<file path="src/rtl/key_conditioner.sv">
// -----------------------------------------------------------------------------
// key_conditioner
//   Conditions raw pushbuttons for the processor's key inputs. Each channel
//   runs a 2-flop synchronizer, a debounce counter and a 4-state FSM. The
//   channel produces a clean debounced level and one-cycle press and release
//   strobes, so one physical press causes exactly one action.
//
//   Optional feature (compile-time macro KEY_AUTOREPEAT_EN):
//     While a key is held, key_press pulses again after REPEAT_DELAY cycles.
//     It then pulses once every REPEAT_PERIOD cycles until the key is released.
//     When the macro is undefined, no repeat logic is built.
//
// Ports
//   clk          system clock, all state on posedge
//   rst          asynchronous active-high reset
//   key_raw      raw asynchronous buttons, 1 = pressed
//   key_level    debounced key state, 1 = held
//   key_press    one-cycle strobe on accepted press (plus repeats if enabled)
//   key_release  one-cycle strobe on accepted release
//   key_busy     1 while any channel is qualifying a level change (status)
// -----------------------------------------------------------------------------
module key_conditioner #(
  parameter int NUM_KEYS        = 5,
  parameter int DEBOUNCE_CYCLES = 50000,
  parameter int CNT_W           = 16,
  parameter int REPEAT_DELAY    = 25000000,
  parameter int REPEAT_PERIOD   = 5000000
) (
  input  logic                clk,
  input  logic                rst,
  input  logic [NUM_KEYS-1:0] key_raw,
  output logic [NUM_KEYS-1:0] key_level,
  output logic [NUM_KEYS-1:0] key_press,
  output logic [NUM_KEYS-1:0] key_release,
  output logic                key_busy
);

  if (DEBOUNCE_CYCLES < 1 || DEBOUNCE_CYCLES > (2 ** CNT_W) - 1 ||
      REPEAT_DELAY < 1 || REPEAT_PERIOD < 1) begin : g_bad_params
    $error("key_conditioner: illegal parameter set");
  end

  typedef enum logic [1:0] {
    IDLE,
    PRESS_WAIT,
    HELD,
    RELEASE_WAIT
  } state_t;

  localparam logic [CNT_W-1:0] CNT_LAST = CNT_W'(DEBOUNCE_CYCLES - 1);

  logic [NUM_KEYS-1:0] sync1, sync2;
  state_t              state      [NUM_KEYS];
  state_t              state_next [NUM_KEYS];
  logic [CNT_W-1:0]    cnt        [NUM_KEYS];
  logic [CNT_W-1:0]    cnt_next   [NUM_KEYS];
  logic [NUM_KEYS-1:0] level_next, press_next, release_next, busy_vec;

`ifdef KEY_AUTOREPEAT_EN
  localparam int RPT_MAX = (REPEAT_DELAY > REPEAT_PERIOD) ? REPEAT_DELAY : REPEAT_PERIOD;
  localparam int RPT_W   = $clog2(RPT_MAX + 1);
  localparam logic [RPT_W-1:0] DELAY_LAST  = RPT_W'(REPEAT_DELAY - 1);
  localparam logic [RPT_W-1:0] PERIOD_LAST = RPT_W'(REPEAT_PERIOD - 1);

  logic [RPT_W-1:0]    rpt      [NUM_KEYS];
  logic [RPT_W-1:0]    rpt_next [NUM_KEYS];
  // Set once the first (delayed) repeat has fired; later repeats use the period.
  logic [NUM_KEYS-1:0] repeating, repeating_next;
`endif

  // Next-state and output logic for every channel.
  always_comb begin
    for (int i = 0; i < NUM_KEYS; i++) begin
      // NOTE: every variable gets a default before the case so no path can
      // leave one unassigned and infer a latch.
      state_next[i]   = state[i];
      cnt_next[i]     = cnt[i];
      level_next[i]   = key_level[i];
      press_next[i]   = 1'b0;
      release_next[i] = 1'b0;
`ifdef KEY_AUTOREPEAT_EN
      rpt_next[i]       = '0;
      repeating_next[i] = 1'b0;
`endif

      case (state[i])
        IDLE: begin
          if (sync2[i]) begin
            state_next[i] = PRESS_WAIT;
            cnt_next[i]   = '0;
          end
        end

        PRESS_WAIT: begin
          if (!sync2[i]) begin
            state_next[i] = IDLE;
            cnt_next[i]   = '0;
          end else if (cnt[i] == CNT_LAST) begin
            state_next[i] = HELD;
            cnt_next[i]   = '0;
            level_next[i] = 1'b1;
            press_next[i] = 1'b1;
          end else begin
            cnt_next[i] = cnt[i] + CNT_W'(1);
          end
        end

        HELD: begin
          if (!sync2[i]) begin
            state_next[i] = RELEASE_WAIT;
            cnt_next[i]   = '0;
          end
`ifdef KEY_AUTOREPEAT_EN
          else if ((!repeating[i] && rpt[i] == DELAY_LAST) ||
                   ( repeating[i] && rpt[i] == PERIOD_LAST)) begin
            press_next[i]     = 1'b1;
            repeating_next[i] = 1'b1;
          end else begin
            rpt_next[i]       = rpt[i] + RPT_W'(1);
            repeating_next[i] = repeating[i];
          end
`endif
        end

        RELEASE_WAIT: begin
          if (sync2[i]) begin
            state_next[i] = HELD;
            cnt_next[i]   = '0;
          end else if (cnt[i] == CNT_LAST) begin
            state_next[i]   = IDLE;
            cnt_next[i]     = '0;
            level_next[i]   = 1'b0;
            release_next[i] = 1'b1;
          end else begin
            cnt_next[i] = cnt[i] + CNT_W'(1);
          end
        end

        default: begin
          state_next[i] = IDLE;
          cnt_next[i]   = '0;
        end
      endcase

      busy_vec[i] = (state[i] == PRESS_WAIT) || (state[i] == RELEASE_WAIT);
    end
  end

  // Derived from the state registers, so reset clears it without a clock edge.
  assign key_busy = |busy_vec;

  always_ff @(posedge clk or posedge rst) begin
    if (rst) begin
      sync1       <= '0;
      sync2       <= '0;
      key_level   <= '0;
      key_press   <= '0;
      key_release <= '0;
      // NOTE: the per-channel arrays are ordinary control registers, not RAM,
      // so each element is reset so that in-flight transitions abort.
      for (int i = 0; i < NUM_KEYS; i++) begin
        state[i] <= IDLE;
        cnt[i]   <= '0;
`ifdef KEY_AUTOREPEAT_EN
        rpt[i]       <= '0;
        repeating[i] <= 1'b0;
`endif
      end
    end else begin
      // NOTE: non-blocking assignments make all flops sample together, so
      // sync2 receives the old value of sync1 and forms a real two-stage chain.
      sync1       <= key_raw;
      sync2       <= sync1;
      key_level   <= level_next;
      key_press   <= press_next;
      key_release <= release_next;
      for (int i = 0; i < NUM_KEYS; i++) begin
        state[i] <= state_next[i];
        cnt[i]   <= cnt_next[i];
`ifdef KEY_AUTOREPEAT_EN
        rpt[i]       <= rpt_next[i];
        repeating[i] <= repeating_next[i];
`endif
      end
    end
  end

endmodule

</file>
<file path="config.mk">
export PLATFORM = sky130hd
export DESIGN_NAME = key_conditioner
export DESIGN_NICKNAME = d
export VERILOG_FILES = /design/src/rtl/key_conditioner.sv
export SDC_FILE = /design/constraint.sdc
export NUM_CORES = 1
export LEC_CHECK = 0
export ABC_AREA = 1
export BUFFER_PORTS_ARGS = -buffer_cell sky130_fd_sc_hd__buf_2
export CELL_PAD_IN_SITES_DETAIL_PLACEMENT = 1
export CELL_PAD_IN_SITES_GLOBAL_PLACEMENT = 1
export CORE_MARGIN = 2
export CORE_UTILIZATION = 40
export CTS_CLUSTER_DIAMETER = 120
export DETAILED_ROUTE_END_ITERATION = 6
export GPL_TIMING_DRIVEN = 0
export HOLD_SLACK_MARGIN = 0.02
export PLACE_DENSITY = 0.72
export SETUP_SLACK_MARGIN = 0.05
export SLEW_MARGIN = 15
export SYNTH_ARGS = -nofsm -noshare
export SYNTH_HDL_FRONTEND = slang
export SYNTH_SLANG_ARGS = --single-unit
</file>
<file path="constraint.sdc">
create_clock -name clk -period 5 [get_ports clk]
set_input_delay 0.5 -clock clk [delete_from_list [all_inputs] [get_ports clk]]
set_output_delay 0.5 -clock clk [all_outputs]
set_load 0.1 [all_outputs]
</file>
==> reports/results.txt <==
When the netlist entered floorplanning its net count stood at 801. The count of TritonRoute iterations in the first routing pass is 5, and the count of fill cells added during filler insertion is 1,882. For the clock sink total, the log shows 115. The post-detailed-route count of antenna-violating nets is 0, and the layout cell share with drive strength beyond 1 is 14.8%. The slowest cell on the critical path is sky130_fd_sc_hd__dfrtp_1. DRC violation total after the first TritonRoute iteration: 314.

Summing the sequential cell areas from Yosys gives 46.3% of the chip area. Setup violations remaining at the end of the flow were counted as 0. The final non-filler cell area was 7170 µm². TritonCTS built the clock tree. The startpoint type of the worst setup path is a register. For the maximum count of clock buffers along a single path, the log shows 2. The flop and latch count out of synthesis is 115.

For the core area, the log shows 15,200 µm². The number of buffers and inverters on the critical path is 1. Data on the critical path is required at its endpoint by 4.50 ns.

The tools report the final global-route overflow total as 0. The critical path start-end classification was register to output port. The initial antenna violation count was 0; the largest clock skew in the final design was 0.0126 ns.

Most common cell after layout, fill and taps aside: sky130_fd_sc_hd__nand2_1. Compared with the post-synthesis result, the final layout area differs by 15.4%. Of the available clock period, the critical path in the final layout requires 42.6%.

In this run the core area contains 45 standard-cell rows. Yosys mapped the design onto 38 distinct sky130hd cell types. The final-report hold violation count was 0. The routed design could run at a clock period as short as 2.13 ns. On the worst path, the slowest cell contributes a delay of 0.46 ns.

The flow ran to the end, and the final reports show no timing, DRC or antenna violations. The number of enable flip-flop cells after synthesis works out to 0. The run gives 0 as the hold buffer count at CTS. Number of antenna cells inserted: 0. The design draws 2930 µW.

The count of buffers added on input and output ports is 22. In this design, the largest share of critical-path delay is due to flip-flops. The vertical die dimension was 129 µm; the count of boundary I/O pins was 23. Leaving out fill and tap cells, the most frequent cells in the layout are sky130_fd_sc_hd__nand2_1 (225), sky130_fd_sc_hd__dfrtp_1 (115), sky130_fd_sc_hd__nand3_1 (90).

The highest net fanout along the worst path came out at 7. The tool flagged a number of max-cap violations equal to 0. Type of the worst min-delay path: input pin to asynchronous set/reset pin. In the routed design, unresolved DRC markers number 0. Setup repair after global routing left no endpoint under its margin. The ratio of routed vias to standard cells works out to 5.26.

A synthesized cell averages 7.87 µm². Power spread over the standard cell area amounts to 409 nW/µm². The cell area after placement was 6590 µm²; the die width was 129 µm. After the last flow step, the layout net total stands at 843. The tools report the total wire length after detailed routing as 15.7 mm. The first global-routing pass estimated 27.3 mm of wire.

The most used flip-flop cell after synthesis is sky130_fd_sc_hd__dfrtp_1. The share of flip-flops with an asynchronous set or reset after synthesis was 100%; the number of vias in the routed layout was 5,409. CTS placed an instance of sky130_fd_sc_hd__clkbuf_16 at the clock tree root.

The leakage power total was 0.00328 µW; the number of buffers added for setup after CTS was 0. The tools report the count of final max-slew check failures as 0. The accumulated negative setup slack was 0 ns; the worst-case hold slack was 0.152 ns.

The initial utilization of the core area, before any placement, comes to 40.8%. The H-tree generated during clock tree synthesis spans 4 levels. The final weighted congestion of routability-driven global placement is 0.810, and the number of instances in the synthesized netlist is 789. Maximum number of pins on one net before global-route repair: 60.

Across the VDD grid, the largest voltage drop is 0.000252 V. Headroom to the max-slew limit came out at 63.5%. The tools report the flop-to-flop setup slack as 3.38 ns. The post-cts gate resize count was 0; the die area was 16,500 µm². The via count of the first global-routing pass came out at 5,712. The data arrival time of the worst path was 1.63 ns; the yosys synthesis warning count was 0. The synthesized netlist occupies a cell area of 6210 µm². The critical path goes through nor3_1 > nand3_1 > buf_2. The wire length per cell after detailed routing is 15.3 µm. Based on the critical path, the design can be clocked at up to 0.470 GHz. The actual slew at the worst max-slew pin is 0.548 ns. Detailed placement finished with a half-perimeter wire length of 11.2 mm. The tools report the capturing element type of the critical path as an output port.

Global routing used 20.9% of the available tracks. The clock network latency to the later pin of the worst-skew pair is 0.42 ns, and the number of buffers created by CTS is 17. After clock tree synthesis, the clock-pin slew on the worst setup and hold paths is 0.05 ns.
-- per-layer routing --
metal	track usage (%)	vias up	routed length (µm)	part of all wire (%)
li1	-	2659	-	-
met1	27.1	2665	7580	48
met2	34.2	67	7510	48
met3	4.37	18	414	2.6
met4	8.63	0	229	1.5
met5	0	-	0	0
-- worst reg2reg max path: stages, from the launching register on --
cell	delay (ns)
sky130_fd_sc_hd__dfrtp_1	0.46
sky130_fd_sc_hd__inv_1	0.15
sky130_fd_sc_hd__nand3_1	0.26
sky130_fd_sc_hd__inv_1	0.22
sky130_fd_sc_hd__buf_2	0.27
sky130_fd_sc_hd__nand2_1	0.09
sky130_fd_sc_hd__o21ai_0	0.09
-- power breakdown --
| part | leakage, µW | internal, µW | total (µW) | switching (µW) |
|---|---|---|---|---|
| clock network | 0.000281 | 809 | 1210 | 405 |
| registers | 0.00156 | 1020 | 1110 | 93.2 |
| logic | 0.00144 | 172 | 610 | 438 |
| total | 0.00328 | 2000 | 2930 | 936 |
-- through the flow --
stage / setup WS [ns] / cells / utilization (%)
3_5_place_dp: 3.31 / 1000 / 43.3
6_report: 2.87 / 1028 / 47.2
4_1_cts: 2.85 / 1028 / 47.2
5_1_grt: 2.79 / 1028 / 47.2
3_3_place_gp: -0.0381 / 999 / 43.1
2_1_floorplan: 1.46 / 789 / -
-- path summary, 6_finish.rpt --
path                                       from                   to  cells past startpoint
hold reg to reg              sync1[2]$_DFF_PP0_   sync2[2]$_DFF_PP0_                      0
min in group clk                     key_raw[1]   sync1[1]$_DFF_PP0_                      1
hold / removal                              rst  cnt[78]$_DFFE_PP0P_                      2
setup / recovery           state[0]$_DFFE_PP0P_             key_busy                      3
max in group asynchronous                   rst  cnt[50]$_DFFE_PP0P_                      3
setup reg to reg           state[0]$_DFFE_PP0P_   cnt[8]$_DFFE_PP0P_                      6
-- cell usage after synthesis (10+ instances only) --
library cell / count / area (µm²)
sky130_fd_sc_hd__a21oi_1: 11 / 55.1
sky130_fd_sc_hd__dfrtp_1: 115 / 2880
sky130_fd_sc_hd__inv_1: 72 / 270
sky130_fd_sc_hd__nand2_1: 225 / 845
sky130_fd_sc_hd__nand2_2: 17 / 106
sky130_fd_sc_hd__nand3_1: 90 / 450
sky130_fd_sc_hd__nand4_1: 10 / 62.6
sky130_fd_sc_hd__nor2_1: 70 / 263
sky130_fd_sc_hd__nor2_4: 10 / 113
sky130_fd_sc_hd__nor3_1: 10 / 50.1
sky130_fd_sc_hd__o21ai_0: 34 / 170
sky130_fd_sc_hd__o21ai_1: 14 / 70.1
sky130_fd_sc_hd__o22ai_1: 15 / 93.8
sky130_fd_sc_hd__xor2_1: 20 / 175
-- sequential cells by signal (all words and copies together), names as in the netlist, named ones only --
register and count:
key_release 5, key_level 5, state 5, sync2 5, cnt 80, sync1 5
key_press 5
-- layout make-up --
type / count / area, µm² / area share, %
sequential: 115 / 2880 / 40.1
timing repair buffer: 23 / 138 / 1.92
inverter: 84 / 327 / 4.56
clock inverter: 5 / 103 / 1.43
multi-input combinational: 582 / 2960 / 41.4
buffer: 8 / 46.3 / 0.646
clock buffer: 23 / 478 / 6.67
tap: 188 / 235 / 3.28
-- cells by family after synthesis --
kind of cell	count (synthesis)	share of synthesized area (%)
flops	115	46.3
compound gates	90	8.62
mux	3	0.484
xor+xnor	23	3.24
buf+inv	92	5.92
simple gates	461	34.4
fa+ha+maj	5	1.01
Note: power is estimated with default switching activity, not from simulation.
